[config.mk]
export PLATFORM = sky130hd
export DESIGN_NAME = ooo_read_responder
export DESIGN_NICKNAME = d
export VERILOG_FILES = /design/src/rtl/ooo_resp_pkg.sv /design/src/rtl/ooo_read_responder_lfsr8.sv /design/src/rtl/ooo_read_responder.sv
export SDC_FILE = /design/constraint.sdc
export NUM_CORES = 1
export LEC_CHECK = 0
export CAP_MARGIN = 25
export CORE_ASPECT_RATIO = 0.6
export CORE_UTILIZATION = 62
export CTS_BUF_LIST = sky130_fd_sc_hd__clkbuf_8
export DETAILED_ROUTE_END_ITERATION = 8
export PLACE_DENSITY_LB_ADDON = 0.3
export SETUP_SLACK_MARGIN = 0.4
export SYNTH_ARGS = -nofsm -noshare
export SYNTH_HDL_FRONTEND = slang
export SYNTH_SLANG_ARGS = --single-unit
[constraint.sdc]
create_clock -name clk -period 3.3 [get_ports clk]
set_input_delay 0.66 -clock clk [delete_from_list [all_inputs] [get_ports clk]]
set_output_delay 0.66 -clock clk [all_outputs]
set_load 0.01 [all_outputs]
[src/rtl/ooo_resp_pkg.sv]
// Shared definitions for the out-of-order read responder: return-order modes
// and the pseudo-random generator constants.
package ooo_resp_pkg;

    typedef enum logic [1:0] {
        ORDER_OLDEST     = 2'd0,
        ORDER_YOUNGEST   = 2'd1,
        ORDER_RANDOM     = 2'd2,
        ORDER_OLDEST_ALT = 2'd3
    } order_mode_e;

    localparam int LFSR_WIDTH = 8;
    // x^8 + x^6 + x^5 + x^4 + 1, feedback taken from bits 7,5,4,3
    localparam logic [LFSR_WIDTH-1:0] LFSR_TAPS = 8'hB8;
    localparam logic [LFSR_WIDTH-1:0] LFSR_SEED = 8'h01;

    function automatic logic lfsr_feedback(input logic [LFSR_WIDTH-1:0] state);
        return ^(state & LFSR_TAPS);
    endfunction

endpackage

[src/rtl/ooo_read_responder_lfsr8.sv]
// Free-running 8-bit Fibonacci LFSR used to pick the scan start for
// pseudo-random return order.
module lfsr8
    import ooo_resp_pkg::*;
(
    input  logic                  clk,
    input  logic                  rst,
    output logic [LFSR_WIDTH-1:0] state
);

    // Shift register advancing every cycle; a maximal polynomial keeps it nonzero
    always_ff @(posedge clk or posedge rst) begin
        if (rst) begin
            state <= LFSR_SEED;
        end else begin
            state <= {state[LFSR_WIDTH-2:0], lfsr_feedback(state)};
        end
    end

endmodule

[src/rtl/ooo_read_responder.sv]
// Read responder that holds up to DEPTH outstanding requests and returns them
// oldest-first, youngest-first or pseudo-randomly, keeping same-ID order.
module ooo_read_responder
    import ooo_resp_pkg::*;
#(
    parameter int DATA_WIDTH = 8,
    parameter int ID_WIDTH   = 4,
    parameter int DEPTH      = 4,
    parameter int LATENCY    = 2
) (
    input  logic                  clk,
    input  logic                  rst,
    input  logic [ID_WIDTH-1:0]   s_arid_i,
    input  logic                  s_arvalid_i,
    output logic                  s_arready_o,
    output logic [DATA_WIDTH-1:0] s_rdata_o,
    output logic [ID_WIDTH-1:0]   s_rid_o,
    output logic                  s_rvalid_o,
    input  logic                  s_rready_i,
    input  logic [1:0]            order_mode_i
);

    localparam int SEQ_WIDTH   = DATA_WIDTH - ID_WIDTH;
    localparam int TIMER_WIDTH = (LATENCY < 1) ? 1 : $clog2(LATENCY + 1);
    localparam int IDX_WIDTH   = (DEPTH < 2) ? 1 : $clog2(DEPTH);

    logic [DEPTH-1:0]       valid_r;
    logic [ID_WIDTH-1:0]    id_r    [DEPTH];
    logic [SEQ_WIDTH-1:0]   seq_r   [DEPTH];
    logic [TIMER_WIDTH-1:0] timer_r [DEPTH];
    // older_r[i][j] set means slot i was issued before slot j; only meaningful when both are valid
    logic [DEPTH-1:0]       older_r [DEPTH];
    logic [SEQ_WIDTH-1:0]   issue_cnt_r;
    logic                   arready_r;
    logic                   rvalid_r;
    logic [ID_WIDTH-1:0]    rid_r;
    logic [DATA_WIDTH-1:0]  rdata_r;

    logic [LFSR_WIDTH-1:0]  lfsr_s;
    order_mode_e            mode_s;
    logic                   ar_hs_s;
    logic                   load_s;
    logic                   pick_valid_s;
    logic [IDX_WIDTH-1:0]   alloc_idx_s;
    logic [IDX_WIDTH-1:0]   pick_idx_s;
    logic [DEPTH-1:0]       elig_s;
    logic [DEPTH-1:0]       has_older_elig_s;
    logic [DEPTH-1:0]       valid_next_s;

    lfsr8 u_lfsr (
        .clk   (clk),
        .rst   (rst),
        .state (lfsr_s)
    );

    assign mode_s  = order_mode_e'(order_mode_i);
    assign ar_hs_s = s_arvalid_i && arready_r;
    assign load_s  = !rvalid_r || s_rready_i;

    // Eligibility: timer expired and no older valid slot carries the same ID
    always_comb begin
        for (int i = 0; i < DEPTH; i++) begin
            elig_s[i] = valid_r[i] && (timer_r[i] == '0);
            for (int j = 0; j < DEPTH; j++) begin
                elig_s[i] = elig_s[i] && !((j != i) && valid_r[j] && older_r[j][i]
                                           && (id_r[j] == id_r[i]));
            end
        end
    end

    // Age relations among eligible slots, plus lowest free slot for allocation
    always_comb begin
        alloc_idx_s = '0;
        for (int i = 0; i < DEPTH; i++) begin
            has_older_elig_s[i] = 1'b0;
            for (int j = 0; j < DEPTH; j++) begin
                has_older_elig_s[i] = has_older_elig_s[i] || (elig_s[j] && older_r[j][i]);
            end
        end
        for (int i = DEPTH - 1; i >= 0; i--) begin
            alloc_idx_s = valid_r[i] ? alloc_idx_s : IDX_WIDTH'(i);
        end
    end

    // Return-order selection among eligible slots
    always_comb begin
        int start;
        int idx;
        pick_valid_s = |elig_s;
        pick_idx_s   = '0;
        start        = int'(lfsr_s) % DEPTH;
        idx          = 0;
        case (mode_s)
            ORDER_YOUNGEST: begin
                for (int i = 0; i < DEPTH; i++) begin
                    pick_idx_s = (elig_s[i] && !(|(older_r[i] & elig_s))) ? IDX_WIDTH'(i) : pick_idx_s;
                end
            end
            ORDER_RANDOM: begin
                // walk downward so the first eligible slot at or after start wins
                for (int k = DEPTH - 1; k >= 0; k--) begin
                    idx        = (start + k) % DEPTH;
                    pick_idx_s = elig_s[idx] ? IDX_WIDTH'(idx) : pick_idx_s;
                end
            end
            default: begin
                for (int i = 0; i < DEPTH; i++) begin
                    pick_idx_s = (elig_s[i] && !has_older_elig_s[i]) ? IDX_WIDTH'(i) : pick_idx_s;
                end
            end
        endcase
    end

    // Occupancy after this edge, used to register the request-ready flag
    always_comb begin
        for (int i = 0; i < DEPTH; i++) begin
            valid_next_s[i] = (valid_r[i] && !(load_s && pick_valid_s && (pick_idx_s == IDX_WIDTH'(i))))
                              || (ar_hs_s && (alloc_idx_s == IDX_WIDTH'(i)));
        end
    end

    // Slot table: allocate on request, count down timers, free on load
    always_ff @(posedge clk or posedge rst) begin
        if (rst) begin
            valid_r     <= '0;
            issue_cnt_r <= '0;
            for (int i = 0; i < DEPTH; i++) begin
                id_r[i]    <= '0;
                seq_r[i]   <= '0;
                timer_r[i] <= '0;
                older_r[i] <= '0;
            end
        end else begin
            for (int i = 0; i < DEPTH; i++) begin
                if (valid_r[i] && (timer_r[i] != '0)) begin
                    timer_r[i] <= timer_r[i] - TIMER_WIDTH'(1);
                end
            end
            if (load_s && pick_valid_s) begin
                valid_r[pick_idx_s] <= 1'b0;
            end
            if (ar_hs_s) begin
                valid_r[alloc_idx_s] <= 1'b1;
                id_r[alloc_idx_s]    <= s_arid_i;
                seq_r[alloc_idx_s]   <= issue_cnt_r;
                timer_r[alloc_idx_s] <= TIMER_WIDTH'(LATENCY);
                older_r[alloc_idx_s] <= '0;
                for (int j = 0; j < DEPTH; j++) begin
                    if (j != int'(alloc_idx_s)) begin
                        older_r[j][alloc_idx_s] <= valid_r[j];
                    end
                end
                issue_cnt_r <= issue_cnt_r + SEQ_WIDTH'(1);
            end
        end
    end

    // Registered handshake outputs; a held beat is frozen until consumed
    always_ff @(posedge clk or posedge rst) begin
        if (rst) begin
            arready_r <= 1'b0;
            rvalid_r  <= 1'b0;
            rid_r     <= '0;
            rdata_r   <= '0;
        end else begin
            arready_r <= ~&valid_next_s;
            if (load_s) begin
                rvalid_r <= pick_valid_s;
                if (pick_valid_s) begin
                    rid_r   <= id_r[pick_idx_s];
                    rdata_r <= {id_r[pick_idx_s], seq_r[pick_idx_s]};
                end
            end
        end
    end

    assign s_arready_o = arready_r;
    assign s_rvalid_o  = rvalid_r;
    assign s_rid_o     = rid_r;
    assign s_rdata_o   = rdata_r;

endmodule

Yosys cells after proc, flatten, opt, wreduce, memory -nomap -nowiden
Index checks and enable logic that the tools add are counted.

storage, ports and cells
  register bits after elaboration = 86
  logic and storage cells = 276

operators by class
  add/sub/neg operators = 8
  order comparisons = 11
  eq/ne operators = 23
  mux-type cells = 57
  bitwise gates (word level) = 16
  reduce and logical (&&, ||, !) cells = 138

operators with widths
  operator                                                                       count
  1-bit logical AND                                                              79
  4-bit equality test                                                            12
  4-bit two-way mux                                                              11
  2-bit two-way mux                                                              17
  16-bit bitwise mux                                                             2
  1-bit zero test                                                                24
  4-bit bitwise AND                                                              5
  16-bit bitwise AND                                                             1
  4-bit binary-select mux with 2-bit select                                      2
  4-bit bitwise mux                                                              4
  16-bit inverter                                                                1
  4-bit OR reduction                                                             4
  1-bit logical OR                                                               14
  2-bit zero test                                                                6
  3-bit by 4-bit less-than comparator with 1-bit output (second input constant)  3
  1-bit two-way mux                                                              11
  2-bit equality test (second input constant)                                    5
  2-bit nonzero test                                                             5
  2-bit by 3-bit less-than comparator with 1-bit output (second input constant)  3
  1-bit binary-select mux with 2-bit select                                      4
  4-bit demux with 2-bit select                                                  1
  8-bit two-way mux                                                              1
  4-bit inverter                                                                 2
  4-bit OR                                                                       2
  other kinds (19)                                                               34

Logic depth before layout (Yosys ltp)
  depth in word-level cells = 25
  mapped depth = 11
  mapped depth without buffers = 9

By module
Synthesis repeated with hierarchy kept, for this count alone.

unflattened totals
  cells, all modules = 399
  area, all modules = 4289.1 um^2

by module, submodules not included
  module              instances  cells an instance  area an instance (um^2)
  ooo_read_responder  1          387                4057.6
  lfsr8               1          12                 231.5

Worst setup path before layout
No wires, ideal clock.

  path type = register to register
  start point = register id_r[6] in the netlist's numbering
  end point = register valid_r[0]
  setup time = 118 ps
  arrival time = 2507 ps
  data required time = 3182 ps
  slack = 675 ps
  stages on the path, launching flop included = 11
  buffers on the path = 1
  period minus slack after synthesis = 2625 ps
  cells stage by stage = dfrtp_1 > buf_6 > xnor2_1 > nand4_1 > o22a_2 > and3_4 > nor4b_4 > and4b_4 > o31ai_4 > or3b_1 > a21o_1

between the ends
  longest elaborated chain between the ends = 24
  elaborated cells on any way between the ends = 99
  classes of those cells = 2 x order compare; 6 x eq/ne; 26 x mux; 6 x bitwise; 59 x reduce/logical

ends and longest elaborated chain
  what                                                          line                       source
  start: declaration                                            ooo_read_responder.sv:28   logic [ID_WIDTH-1:0] id_r [DEPTH];
  start signal: indexed assignment                              ooo_read_responder.sv:144  id_r[alloc_idx_s] <= s_arid_i;
  branches (longest 21 deep; another with 4-bit equality test)  -
  4-bit two-way mux (*)                                         ooo_read_responder.sv:139  if (load_s && pick_valid_s) begin
  4-bit OR (no line)                                            -
  4-bit two-way mux (*)                                         ooo_read_responder.sv:142  if (ar_hs_s) begin
  end signal: assignment                                        ooo_read_responder.sv:125  valid_r <= '0;
  end signal: indexed assignment                                ooo_read_responder.sv:140  valid_r[pick_idx_s] <= 1'b0;
  end signal: indexed assignment                                ooo_read_responder.sv:143  valid_r[alloc_idx_s] <= 1'b1;
  end: declaration                                              ooo_read_responder.sv:27   logic [DEPTH-1:0] valid_r;

Every way passes the cells marked *. The select of a mux whose other input is x is not followed.
A chain may end at the register's enable or synchronous reset.

Worst setup path after layout
  start point = register id_r[1] in the netlist's numbering
  end point = register rdata_r[4] (netlist: s_rdata_o[4])

between the ends
  longest elaborated chain between the ends = 18
  elaborated cells on any way between the ends = 91
  classes of those cells = 6 x eq/ne; 25 x mux; 4 x bitwise; 56 x reduce/logical

ends and longest elaborated chain
  what                                                                           line                                                                            source
  4-bit equality test                                                            ooo_read_responder.sv:66                                                        && (id_r[j] == id_r[i]));
  1-bit logical AND                                                              ooo_read_responder.sv:66
  1-bit zero test                                                                ooo_read_responder.sv:65                                                        elig_s[i] = elig_s[i] && !((j != i) && valid_r[j] && older_r[j][i]
  1-bit logical AND                                                              ooo_read_responder.sv:65
  1-bit logical AND (on tied branches)                                           ooo_read_responder.sv:65, ooo_read_responder.sv:77
  1-bit logical AND / 1-bit logical OR (equally long branches)                   ooo_read_responder.sv:65, ooo_read_responder.sv:77
  1-bit binary-select mux with 2-bit select (tied with other cells)              ooo_read_responder.sv:103                                                       pick_idx_s = elig_s[idx] ? IDX_WIDTH'(idx) : pick_idx_s;
  1-bit two-way mux (implied by the code) (tied with other cells) (2 in series)  ooo_read_responder.sv:103
  2-bit two-way mux (tied with other cells) (2 in series)                        ooo_read_responder.sv:103
  2-bit two-way mux (on tied branches) (2 in series)                             ooo_read_responder.sv:103, ooo_read_responder.sv:96, ooo_read_responder.sv:108
  2-bit one-hot mux with 2 select lines                                          ooo_read_responder.sv:93                                                        case (mode_s)
  2-bit inverter with 3-bit output (implied by the code)                         ooo_read_responder.sv:171                                                       rdata_r <= {id_r[pick_idx_s], seq_r[pick_idx_s]};
  4-bit binary-select mux with 2-bit select                                      ooo_read_responder.sv:171
  4-bit two-way mux (implied by the code) (2 in series)                          ooo_read_responder.sv:171
  end signal: assignment                                                         ooo_read_responder.sv:171
  end: declaration                                                               ooo_read_responder.sv:37                                                        logic [DATA_WIDTH-1:0] rdata_r;

Several ways; a longest one is shown, not always the timed one. The select of a mux whose other input is x is not followed.

==> impl_metrics.env <==
export IMPL_hold_viol_final=0
export IMPL_synth_async_reset_ratio=1.00
export IMPL_syn_area_um2=4370
export IMPL_die_h_um=67.0
export IMPL_relSlewSlack=0.614
export IMPL_fmax_mhz=321
export IMPL_yosys_cell_count_top_type="dfrtp_1"
export IMPL_drt_first_pass_iters=5
export IMPL_yosysTopAreaCell="dfrtp_1"
export IMPL_synth_cell_types=67
export IMPL_vdd_drop_max_v=0.000644
export IMPL_clkLatencyLatePin_ps=370
export IMPL_dp_hpwl_mm=7.24
export IMPL_drc_errors=0
export IMPL_crit_chain="buf_4, xnor2_2, nand4_4, o22ai_4, nor4_1, o41ai_2, buf_4, nor2b_4, a21oi_4, buf_6, buf_12, buf_16, mux2i_1, o221ai_1"
export IMPL_arrival_ps=3340
export IMPL_fp_row_count=23
export IMPL_drtAntennaViolNets=0
export IMPL_dp_cells=504
export IMPL_critPathMostFrequentCell="buf_4"
export IMPL_yosys_warnings=0
export IMPL_grt_ovfl_total=0
export IMPL_vias=3528
export IMPL_finClkSkew_ps=8.09
export IMPL_synthCells=414
export IMPL_cts_buffer_depth=2
export IMPL_ys_seq_elements=81
export IMPL_die_w_um=110
export IMPL_nNetsFinal=474
export IMPL_startpoint_type="flip-flop"
export IMPL_path_max_fanout=5
export IMPL_grt_pass1_vias=3433
export IMPL_rsz0062_at_grt="true"
export IMPL_setup_viol=0
export IMPL_hp_class="reg2reg"
export IMPL_fin_ws_ps=187
export IMPL_coreArea_um2=6730
export IMPL_synth_edf_count=0
export IMPL_drt_total_wl_mm=12.7
export IMPL_drt_iter0_drc=477
export IMPL_antenna_found_initial=0
export IMPL_n_fill_cell=400
export IMPL_setup_tns_ps=0
export IMPL_root_buffer="clkbuf_8"
export IMPL_antenna_cells=0
export IMPL_fp_dieArea_um2=7390
export IMPL_p_leak_nw=2.39
export IMPL_power_density_nw_per_um2=1170
export IMPL_multi_input_area_um2=2380
export IMPL_synth_main_ff_cell="dfrtp_1"
export IMPL_syn_avg_cell_area_um2=10.5
export IMPL_initial_core_util=0.648
export IMPL_whs_ps=376
export IMPL_slowest_delay_ps=460
export IMPL_slew_viol_final=0
export IMPL_outcome="completed"
export IMPL_dpl_worst_slack_ps=173
export IMPL_gp_congestion=1.03
export IMPL_viasPerCell=6.44
export IMPL_yosysSeqAreaShare=0.465
export IMPL_io_buffers=23
export IMPL_end_kind="flip-flop"
export IMPL_cap_viol_max_count=0
export IMPL_htreeDepth=3
export IMPL_synthToLayoutAreaGrowth_pct=25.4
export IMPL_synth_area_top_cells="dfrtp_1 (46%), mux2_2 (6.7%), xnor2_1 (6.4%)"
export IMPL_wire_per_inst_um=23.2
export IMPL_cts_tree="done"
export IMPL_period_minus_slack_ps=3110
export IMPL_worstSetupPathType="reg2reg"
export IMPL_clk_pin_slew_ps=80
export IMPL_drive_gt1_frac=0.336
export IMPL_fin_crit_sh=0.943
export IMPL_cp_slowest_cell="dfrtp_2"
export IMPL_grt_usage=0.355
export IMPL_clock_sinks=81
export IMPL_yosysTopAreaCellShare=0.459
export IMPL_area_sequential_um2=2050
export IMPL_syn_nets=431
export IMPL_numCtsBuffers=9
export IMPL_cp_required_ps=3530
export IMPL_grt_pass1_wl_mm=18.4
export IMPL_tightest_slew_ps=579
export IMPL_final_cell_count_no_fill=548
export IMPL_pin_count=24
export IMPL_grt_max_degree=56
export IMPL_synth_commonest_cells="dfrtp_1 (80), nand2_1 (62), xnor2_1 (32)"
final timing paths:
path | from | to | slack [ps] | cells past startpoint
max in group asynchronous | rst | id_r[2] | 2000 | 3
hold / removal | u_lfsr.state[2] | u_lfsr.state[3] | 380 | 0
setup / recovery | id_r[1] | s_rdata_o[4] | 190 | 14
setup reg to reg | id_r[1] | s_rdata_o[4] | 190 | 14
hold reg to reg | u_lfsr.state[2] | u_lfsr.state[3] | 380 | 0
min in group asynchronous | rst | u_lfsr.state[6] | 630 | 2
critical path: cells and delay by family, from the launching register on:
| kind | cells | cell delay [ps] |
|---|---|---|
| flops | 1 | 460 |
| simple gates | 3 | 340 |
| mux | 1 | 220 |
| compound gates | 4 | 990 |
| xor+xnor | 1 | 220 |
| buf+inv | 5 | 730 |
state kept, by name, summed over array words and instances (netlist names), named ones only:
| signal | cells |
|---|---|
| issue_cnt_r | 4 |
| id_r | 16 |
| valid_r | 4 |
| s_arready_o | 1 |
| timer_r | 8 |
| s_rvalid_o | 1 |
| older_r | 12 |
| u_lfsr.state | 8 |
| s_rdata_o | 8 |
| seq_r | 16 |
through the flow:
stage	util	cell area [µm²]	total power [mW]
floorplan	-	4370	3.78
global placement	0.688	4630	4.32
detailed placement	0.688	4630	4.42
CTS	0.781	5260	5.80
global route	0.813	5470	6.71
finish	0.813	5470	6.41
cells in the final DEF (no fill, tap or decap), drive strengths merged, types with 3 or more instances in the layout:
cell type,instances
nor2b,5
mux2,26
nand2,62
mux2i,16
a21o,4
a21oi,8
clkdlybuf4s50,23
o21ai,3
nand3,8
xnor2,32
nor2,23
o21bai,3
clkbuf,11
ha,7
dfrtp,80
o221ai,10
o22a,5
nand4,7
and3,4
nand2b,5
nor4,3
or2,4
inv,20
nor3,8
buf,42
and2,5
layer usage:
layer  track usage  share of wire  vias up
met3         0.147           0.13       30
met1         0.482           0.42     1754
met5             0              0        -
met2         0.512           0.44      227
met4         0.118          0.016        0
li1              -              -     1517
area by class of cell:
class / instances / share of cell area
clock buffer: 11 / 0.0277
clock inverter: 4 / 0.00937
inverter: 20 / 0.0139
multi-input combinational: 280 / 0.435
sequential: 81 / 0.374
tap: 87 / 0.0199
timing repair buffer: 65 / 0.121
cells by family after synthesis:
logic type,count (synthesis),synth area share
fa+ha+maj,8,0.0224
xor+xnor,33,0.0662
compound gates,55,0.116
simple gates,142,0.163
mux,42,0.104
buf+inv,53,0.0636
flops,81,0.465
power breakdown:
group | total, mW | internal (mW) | switching [mW]
sequential | 1.98 | 1.43 | 0.544
combinational | 3.67 | 1.87 | 1.80
clock | 0.760 | 0.388 | 0.372
what timing repair did:
action | 4_1_cts | 5_1_grt
setup endpoints to repair | 12 | 13
resized for setup | 47 | 29
pin swaps | 24 | 25
hold buffers | 0 | 0
gates cloned | 3 | 0
setup buffers | 20 | 6
Note: power is estimated with default switching activity, not from simulation.
